--- src/rtl/comm_pkg.sv ---
// Shared message-type constants, payload limits and framer state encoding.
// Define COMM_TX_CHECKSUM_EN to append an XOR checksum byte to every frame.
package comm_pkg;

  localparam logic [7:0] MSG_SYS_RESET = 8'h01;
  localparam logic [7:0] MSG_READ_REG  = 8'h02;
  localparam logic [7:0] MSG_WRITE_REG = 8'h03;
  localparam logic [7:0] MSG_READ_RAM  = 8'h04;
  localparam logic [7:0] MSG_WRITE_RAM = 8'h05;

  localparam logic [7:0] MAX_PAYLOAD_PLAIN = 8'd254;
  localparam logic [7:0] MAX_PAYLOAD_CSUM  = 8'd253;

`ifdef COMM_TX_CHECKSUM_EN
  localparam logic [7:0] MAX_PAYLOAD = MAX_PAYLOAD_CSUM;
  // Length byte counts type + payload + checksum.
  localparam logic [7:0] LEN_EXTRA   = 8'd2;
`else
  localparam logic [7:0] MAX_PAYLOAD = MAX_PAYLOAD_PLAIN;
  localparam logic [7:0] LEN_EXTRA   = 8'd1;
`endif

  typedef enum logic [2:0] {
    S_IDLE    = 3'd0,
    S_LEN     = 3'd1,
    S_TYPE    = 3'd2,
    S_PAYLOAD = 3'd3,
    S_WAIT    = 3'd4
`ifdef COMM_TX_CHECKSUM_EN
    ,S_CSUM   = 3'd5
`endif
  } tx_state_e;

endpackage

--- src/rtl/comm_tx_framer.sv ---
// Builds length/type/payload frames and feeds them byte-by-byte to a UART
// transmitter. Optional trailing XOR checksum under COMM_TX_CHECKSUM_EN.
module comm_tx_framer
  import comm_pkg::*;
#(
  parameter int GUARD_CYCLES = 2
) (
  input  logic       clk,
  input  logic       reset_n,
  input  logic       req_valid,
  output logic       req_ready,
  input  logic [7:0] req_type,
  input  logic [7:0] req_len,
  input  logic       pl_valid,
  output logic       pl_ready,
  input  logic [7:0] pl_data,
  output logic [7:0] tx_data,
  output logic       send_data,
  input  logic       busy,
  output logic       frame_done,
  output logic       req_err
);

`ifdef COMM_TX_CHECKSUM_EN
  localparam tx_state_e AFTER_PAYLOAD = S_CSUM;
`else
  localparam tx_state_e AFTER_PAYLOAD = S_IDLE;
`endif
  localparam logic [3:0] GUARD_INIT = GUARD_CYCLES[3:0];

  tx_state_e  state_q, state_d;
  tx_state_e  ret_q, ret_d;
  logic [7:0] type_q, type_d;
  logic [7:0] cnt_q, cnt_d;
  logic [3:0] guard_q, guard_d;
  logic [7:0] tx_data_q, tx_data_d;
  logic       send_q, send_d;
  logic       err_q, err_d;
`ifdef COMM_TX_CHECKSUM_EN
  logic [7:0] csum_q, csum_d;
`endif

  always_ff @(posedge clk or negedge reset_n) begin
    if (!reset_n) begin
      state_q   <= S_IDLE;
      ret_q     <= S_IDLE;
      type_q    <= 8'h00;
      cnt_q     <= 8'h00;
      guard_q   <= 4'h0;
      tx_data_q <= 8'h00;
      send_q    <= 1'b0;
      err_q     <= 1'b0;
`ifdef COMM_TX_CHECKSUM_EN
      csum_q    <= 8'h00;
`endif
    end else begin
      state_q   <= state_d;
      ret_q     <= ret_d;
      type_q    <= type_d;
      cnt_q     <= cnt_d;
      guard_q   <= guard_d;
      tx_data_q <= tx_data_d;
      send_q    <= send_d;
      err_q     <= err_d;
`ifdef COMM_TX_CHECKSUM_EN
      csum_q    <= csum_d;
`endif
    end
  end

  always_comb begin
    state_d    = state_q;
    ret_d      = ret_q;
    type_d     = type_q;
    cnt_d      = cnt_q;
    guard_d    = guard_q;
    tx_data_d  = tx_data_q;
    send_d     = 1'b0;
    err_d      = 1'b0;
    pl_ready   = 1'b0;
    frame_done = 1'b0;
`ifdef COMM_TX_CHECKSUM_EN
    csum_d     = csum_q;
`endif
    unique case (state_q)
      S_IDLE: begin
        if (req_valid) begin
          if (req_len > MAX_PAYLOAD) begin
            err_d = 1'b1;
          end else begin
            state_d = S_LEN;
            type_d  = req_type;
            cnt_d   = req_len;
          end
        end
      end
      S_LEN: begin
        if (!busy) begin
          tx_data_d = cnt_q + LEN_EXTRA;
          send_d    = 1'b1;
          guard_d   = GUARD_INIT;
          ret_d     = S_TYPE;
          state_d   = S_WAIT;
        end
      end
      S_TYPE: begin
        if (!busy) begin
          tx_data_d = type_q;
          send_d    = 1'b1;
          guard_d   = GUARD_INIT;
          ret_d     = (cnt_q != 8'd0) ? S_PAYLOAD : AFTER_PAYLOAD;
          state_d   = S_WAIT;
`ifdef COMM_TX_CHECKSUM_EN
          csum_d    = type_q;
`endif
        end
      end
      S_PAYLOAD: begin
        // cnt_q holds the number of payload bytes still to send.
        if (pl_valid && !busy) begin
          pl_ready  = 1'b1;
          tx_data_d = pl_data;
          send_d    = 1'b1;
          guard_d   = GUARD_INIT;
          cnt_d     = cnt_q - 8'd1;
          ret_d     = (cnt_q == 8'd1) ? AFTER_PAYLOAD : S_PAYLOAD;
          state_d   = S_WAIT;
`ifdef COMM_TX_CHECKSUM_EN
          csum_d    = csum_q ^ pl_data;
`endif
        end
      end
`ifdef COMM_TX_CHECKSUM_EN
      S_CSUM: begin
        if (!busy) begin
          tx_data_d = csum_q;
          send_d    = 1'b1;
          guard_d   = GUARD_INIT;
          ret_d     = S_IDLE;
          state_d   = S_WAIT;
        end
      end
`endif
      S_WAIT: begin
        // busy from the UART lags send_data, so it is ignored during the guard.
        if (guard_q != 4'd0) begin
          guard_d = guard_q - 4'd1;
        end else if (!busy) begin
          state_d    = ret_q;
          frame_done = (ret_q == S_IDLE);
        end
      end
      default: state_d = S_IDLE;
    endcase
  end

  assign req_ready = (state_q == S_IDLE);
  assign tx_data   = tx_data_q;
  assign send_data = send_q;
  assign req_err   = err_q;

endmodule

--- config.mk ---
export PLATFORM = sky130hd
export DESIGN_NAME = comm_tx_framer
export DESIGN_NICKNAME = d
export VERILOG_FILES = /design/src/rtl/comm_pkg.sv /design/src/rtl/comm_tx_framer.sv
export SDC_FILE = /design/constraint.sdc
export NUM_CORES = 1
export LEC_CHECK = 0
export CAP_MARGIN = 20
export CORE_ASPECT_RATIO = 0.7
export CORE_UTILIZATION = 55
export DETAILED_ROUTE_END_ITERATION = 10
export PLACE_DENSITY = 0.82
export SLEW_MARGIN = 20
export SYNTH_ARGS = -nofsm -noshare
export SYNTH_HDL_FRONTEND = slang
export SYNTH_SLANG_ARGS = --single-unit
--- constraint.sdc ---
create_clock -name clk -period 3 [get_ports clk]
set_clock_uncertainty 0.05 [all_clocks]
set_input_delay 0.6 -clock clk [delete_from_list [all_inputs] [get_ports clk]]
set_output_delay 0.6 -clock clk [all_outputs]
set_load 0.01 [all_outputs]
---- Word level (Yosys, flattened, before mapping) ----
Index checks and enable logic that the tools add are counted.
storage, ports and cells
  register bits after elaboration ......... 36
  input port bits ......................... 29
  output and inout port bits .............. 13
  word-level logic and storage cells ...... 77
operators by class
  add/subtract/negate cells ............... 3
  magnitude comparators ................... 1
  equal/unequal tests ..................... 14
  muxes and demuxes ....................... 35
  bitwise logic cells ..................... 1
  reduce and logical (&&, ||, !) cells .... 15
operators with widths
  kind                   count
  $mux W8                6
  $mux W3                9
  $pmux W8 S3            1
  $ne A2 B2 Y1 const B   9
  $pmux W8 S2            1
  $mux W4                3
  $pmux W3 S4            1
  $pmux W4 S3            1
  $reduce_and A4 Y1      3
  $mux W1                9
  $pmux W3 S3            1
  $add A8 B1 Y8 const B  1
  $eq A8 B1 Y1 const B   1
  $gt A8 B8 Y1 const B   1
  $reduce_bool A8 Y1     1
  $sub A8 B1 Y8 const B  1
  $eq A3 B2 Y1 const B   2
  $logic_not A3 Y1       2
  $reduce_and A6 Y1      1
  $reduce_bool A3 Y1     2
  $mux W2                2
  $reduce_bool A4 Y1     1
  $sub A4 B1 Y4 const B  1
  $eq A3 B1 Y1 const B   1
  other kinds (8)        8

---- Depth between registers and ports, before layout ----
  word-level depth ........................ 4
  mapped depth ............................ 6
  gate-level depth less buffers ........... 6

---- Worst setup path before layout ----
No wires, ideal clock.
  path type ............................... input-to-output
  start ................................... input busy
  end ..................................... output frame_done
  data arrival time ....................... 1.480 ns
  data required time ...................... 2.350 ns
  setup slack ............................. 0.870 ns
  stages on the path ...................... 3
  buffers on the path ..................... 0
  cells stage by stage .................... nor4b_1 -> nand3b_1 -> nor4_1
between the ends
  cells in the longest elaborated chain, start to end .. 3
RTL lines
  item             RTL line               text
  start, declared  comm_tx_framer.sv:19   input logic busy,
  $mux W1          comm_tx_framer.sv:148  end else if (!busy) begin
  $mux W1          comm_tx_framer.sv:146  if (guard_q != 4'd0) begin
  $mux W1          comm_tx_framer.sv:85   unique case (state_q)
  end, declared    comm_tx_framer.sv:20   output logic frame_done,
No other way between the ends.

---- Worst setup path in the final report ----
  start ................................... input busy
  end ..................................... output pl_ready
between the ends
  cells in the longest elaborated chain, start to end .. 4
RTL lines
  item                 RTL line               text
  $logic_not A1 Y1     --
  $logic_and A1 B1 Y1  comm_tx_framer.sv:120  if (pl_valid && !busy) begin
  $mux W1              comm_tx_framer.sv:120
  $mux W1              comm_tx_framer.sv:85
  end, declared        comm_tx_framer.sv:15   output logic pl_ready,
No other way between the ends.

==> run summary <==
CP required - 2.35 ns
Achievable Freq - 368 MHz
Slew @ Worst Pin - 0.718 ns
ratio of cells with drive above 1 in the final layout - 13.0%
Total GRT Usage - 30.2%
synthesized area - 1990 sq um
worst-skew pair later-pin latency - 0.29 ns
CTS tree - built
Chip Width - 74.0 um
layout filler cell count - 212
worst slack, placed - -0.0472 ns
Yosys top cell area share - 43.9%
WS Path Type - in -> out
TritonCTS buffer count - 5
max cap viols - 0
# IOs - 42
status - finished clean
crit share post-route - 90.5%
most common cell in the netlist - dfrtp_1
Setup crit end kind - primary output
TNS Setup - 0 ns
Starting Density - 60.5%
DP HPWL - 3.75 mm
diodes inserted - 0
synth top area cells - dfrtp_1, mux2_2, o21ai_0, nand2_1, nor2_1
full die area - 3870 sq um
crit path time final - 2.72 ns
RSZ-0062 raised after global routing - false
vias in the first global route - 1721
Yosys cell types - 46
antenna violations before repair - 0
# H-tree levels - 2
#FFs+latches synth - 35
placed cells - 293
pwr/cell area - 942 nW/um^2
CTS root buffer - clkbuf_8
startpoint types - input port
Die Span Y - 52.4 um
crit-path max FO - 6
asr flop ratio synth - 100%
leading area contributor after synthesis - dfrtp_1
iteration-0 DRC count of the detailed router - 256
IO buf count - 41
pins over their slew limit - 0
routed len/inst - 17.1 um
Worst Hold Class - reg -> reg
post-synthesis sequential area ratio - 43.9%
YS warnings - 0
row count - 17
Initial DRT Pass Iterations - 5
Core Area - 3300 sq um
VDD IR max - 0.000563 V
Post-synth top flop - dfrtp_1
mean area per synthesized cell - 9.54 sq um
syn nets - 242
Final setup viols - 0
wire length of the first global-routing pass - 8.39 mm
commonest cells in the netlist - dfrtp_1, nand2_1, nor2_1, o21ai_0, a21oi_1
Clock transition at path regs - 0.07 ns
Post-synth EDFFs - 0
average vias per placed instance - 6.13
Total Nets Final - 286
largest net degree at the start of global routing - 36
Final ANT Viol Nets - 0
Bufs on Longest Clock Path - 2
Lkg Pwr - 1.11 nW
vias - 1846
Worst R2R Setup Slack - 0.95 ns
Overflow after GRT - 0
DRC viols - 0
final setup margin - 0.285 ns
Area growth, synth to finish - 31.2%
Total Wirelength - 5.14 mm
Max-slew headroom - 52.1%
Hold Fails Final Rpt - 0
Layout Cells excl Fill - 301
GP Congestion - 0.900
TritonCTS sink count - 35
Gate Count Post-Synth - 209
critical path arrival - 2.07 ns
## flip-flops by register name, summed over array words and instances, names as in the netlist
name and count:
ret_q 2, state_q 3, type_q 8, cnt_q 8
send_data 1, req_err 1, tx_data 8, guard_q 4
## logic make-up (layout without fill, tap and decap cells)
logic type	count (synthesis)	in the layout	synth area share (%)
AOI/OAI and AO/OA	55	55	18.3
xor gates and xnor gates	8	8	3.52
adders and majority gates	4	4	2.51
buffers and inverters	19	64	4.58
DFF	35	35	43.9
muxes	14	14	7.60
and+or+nand+nor	74	74	19.6
## final cells by class
cell class	instances	area (sq um)	area share, %
Clock buffer	5	68.8	2.63
Clock inverter	3	67.6	2.58
Inverter	6	22.5	0.861
Multi-Input combinational cell	155	1040	39.8
Sequential cell	35	876	33.5
Tap cell	47	58.8	2.25
Timing Repair Buffer	50	480	18.4
## report_power, final
group	switching (mW)	internal (mW)
logic	0.536	0.522
registers	0.228	0.677
clock network	0.170	0.331
## final timing paths
path,startpoint,end,cells after the start
min,type_q[3],type_q[3],1
max in group asynchronous,reset_n,cnt_q[6],2
min reg2reg,type_q[3],type_q[3],1
min in group asynchronous,reset_n,guard_q[0],2
max,busy,pl_ready,5
max reg2reg,state_q[0],cnt_q[6],5
## critical path: stages
cell,delay (ns)
clkdlybuf4s50_1,0.47
buf_4,0.18
nand3b_1,0.19
inv_1,0.09
clkdlybuf4s50_1,0.53
## per-stage QoR
step	total power [mW]	hold WS, ns	util [%]	instance area [sq um]
after CTS	2.45	0.460	79.0	2600
after global placement	1.87	0.412	74.6	2460
after global routing	2.62	0.467	79.3	2620
after floorplan	1.55	0.254	-	1990
final	2.46	0.454	79.3	2620
after detailed placement	1.93	0.437	74.6	2460
## cell usage in the layout, fill, tap and decap left out, types with 6 or more instances in the layout
| master | n |
|---|---|
| mux2_2 | 9 |
| nand2_1 | 17 |
| buf_4 | 9 |
| dfrtp_1 | 35 |
| o21ai_0 | 15 |
| nor2_1 | 17 |
| o211ai_1 | 6 |
| xor2_1 | 6 |
| clkdlybuf4s50_1 | 40 |
| nand3_1 | 9 |
| a21oi_1 | 10 |
## timing repair
item	4_1_cts	5_1_grt
hold buffers	0	0
setup buffers	0	0
gates resized for setup	1	2
endpoints found under the setup margin	1	1
## per-layer routing
| metal | vias to the layer above | global-route usage, % | part of all wire [%] |
|---|---|---|---|
| met3 | 12 | 7.88 | 8.3 |
| met2 | 112 | 45.5 | 44 |
| met5 | - | 0 | 0 |
| met4 | 0 | 11.2 | 1.8 |
| met1 | 874 | 41.7 | 46 |
| li1 | 848 | - | - |
(Power assumes the default switching activity.)
==> RTL change (same settings) <==
Make the reset (`reset_n`) synchronous in one clocked block.
--- a/src/rtl/comm_tx_framer.sv
+++ b/src/rtl/comm_tx_framer.sv
@@ -41,5 +41,5 @@
 `endif
 
-  always_ff @(posedge clk or negedge reset_n) begin
+  always_ff @(posedge clk) begin
     if (!reset_n) begin
       state_q   <= S_IDLE;
Behaviour: differs if reset_n is asserted again (counterexample within 4 cycles, from zero or initial values and one cycle with reset_n low); with reset_n held inactive, the same outputs for 10 cycles.
==> RTL change against the original RTL <==
Final area down 2.6%; synthesized cell count up 19%; worst setup slack worse by 14 ps; critical endpoint is now frame_done; area after synthesis up 0.38%; sequential cell count unchanged; routed wire length up 3.4%; highest routed layer unchanged.
Power is not compared: it rests on default switching activity, and its combinational part moved more than twofold at a synthesized area within 25%.
==> RTL change: results (changes against the original RTL) <==
Global routing
  – Overall Global Routing Usage: 30.0% (was 30.2%)
  – First-pass GRT wire length: 8.68 mm (was 8.39 mm)
  – Met3 Usage GRT: 7.31% (was 7.88%)
  – Met1 usage: 42.9% (was 41.7%)
  – Vias in the first global route: 1845 (was 1721)
  – Largest net degree at the start of global routing: 23 (was 36)
  – Grt met2 use: 44.5% (was 45.5%)

Clock network
  – Htree depth: 2 (unchanged)
  – Largest buffer count on any clock path: 2 (unchanged)
  – Cts bufs inserted: 5 (unchanged)
  – Root buf cell: clkbuf_8 (unchanged)
  – # resized after CTS: 1 (unchanged)

Min path
  – Hold EP: tx_data[4] (was type_q[3])
  – Hold Crit Depth: 2 (was 1)
  – Worst min path class: flip-flop to flip-flop (unchanged)
  – Hold path start: tx_data[4] (was type_q[3])

Detailed routing
  – Metal3 WL: 504 um (was 425 um)
  – Number of DRC markers in iteration 0: 219 (was 256)
  – Final WL: 5.31 mm (was 5.14 mm)
  – Met1 wire length: 2.50 mm (was 2.35 mm)
  – Detailed-route via count: 2017 (was 1846)
  – Metal2 WL: 2.26 mm (was 2.27 mm)
  – Max layer used: met4 (unchanged)
  – Drt pass-1 iters: 4 (was 5)

Critical path
  – Crit-path max FO: 3 (was 6)
  – Critical path arrival: 2080 ps
  – Worst R2R Setup Slack: 910 ps (was 950 ps)
  – Crit path largest cell delay: 440 ps (was 530 ps)
  – Crit path max-delay cell type: clkdlybuf4s50_1 (unchanged)
  – RR Startpoint: state_q[0] (unchanged)
  – R2R Path End: guard_q[3] (was cnt_q[6])

STA
  – Measured slew at the worst slew-check pin: 690 ps (was 718 ps)

Finish
  – Layout Nets: 318 (was 286)
  – Fill count: 258 (was 212)
  – N_diodes: 0 (unchanged)
  – Layout cells sized above 1: 7.37% (was 13.0%)

Placed design
  – GPL Wtd Cong: 0.833 (was 0.900)
  – Post-DP HPWL: 3.67 mm (was 3.75 mm)
  – Dpl ws: -125 ps (was -47.2 ps)

Run status
  – Status: completed (unchanged)

Logic synthesis
  – Synth area leaders: dfxtp_1, mux2i_1, nand2_1, a21oi_1, nor2_1 (was dfrtp_1, mux2_2, o21ai_0, nand2_1, nor2_1)
  – Synth top cells by count: dfxtp_1, nand2_1, nor2_1 (was dfrtp_1, nand2_1, nor2_1)
  – Fraction of registers with async set/reset: 0% (was 100%)
  – Net Count, Synth: 281 (was 242)
  – Synth warn: 0 (unchanged)
  – Register area share after synthesis: 35.0% (was 43.9%)
  – Count of cell types in the netlist: 53 (was 46)

Pwr
  – Leak: 0.970 nW
  – Max VDD drop: 0.336 mV
  – Net Sw Frac: 32.7%
RTL change: cell families after synthesis:
kind of cell,count (synthesis),share of synthesized area (%)
AOI/OAI and AO/OA,63,21.4
xor gates and xnor gates,4,1.75
adders and majority gates,4,2.50
buffers and inverters,29,5.82
DFF,35,35.0
muxes,17,8.57
and+or+nand+nor,96,25.0
RTL change: power by group through the flow:
stage                     Combinational, W  Clock (W)  Sequential [W]
after floorplan                   0.000272          0        0.000554
final                             0.000402   0.000355        0.000567
after CTS                         0.000394   0.000354        0.000566
after detailed placement          0.000391          0        0.000576
after global placement            0.000383          0        0.000575
after global routing              0.000442   0.000368        0.000575
RTL change: area by class of cell:
| cell class | count | area [um^2] | share of cell area [%] |
|---|---|---|---|
| multi-input cells | 184 | 1190 | 46.7 |
| flip-flops and latches | 35 | 701 | 27.5 |
| repair buffers | 50 | 477 | 18.7 |
| clock buffers | 6 | 82.6 | 3.24 |
| well taps | 47 | 58.8 | 2.31 |
| inverters | 9 | 33.8 | 1.33 |
| clock inverters | 1 | 5.00 | 0.196 |
RTL change: worst max-delay path: cells and delay by family:
kind | cells | cell delay, ps
simple gates | 3 | 580
buf+inv | 3 | 910
RTL change: per-stage QoR:
step	instances	hold WS, ps	area [um^2]
3_5_place_dp	325	397	2450
4_1_cts	332	406	2540
5_1_grt	332	426	2550
6_report	332	404	2550
2_1_floorplan	248	412	2000
3_3_place_gp	325	392	2450
RTL change: how the worst max path moves through the flow:
stage          from         end  slack, ps
6_report       busy  frame_done        270
2_1_floorplan  busy  frame_done        810
5_1_grt        busy  frame_done        140
3_3_place_gp   busy  frame_done          1
3_5_place_dp   busy  frame_done       -120
4_1_cts        busy  frame_done        190
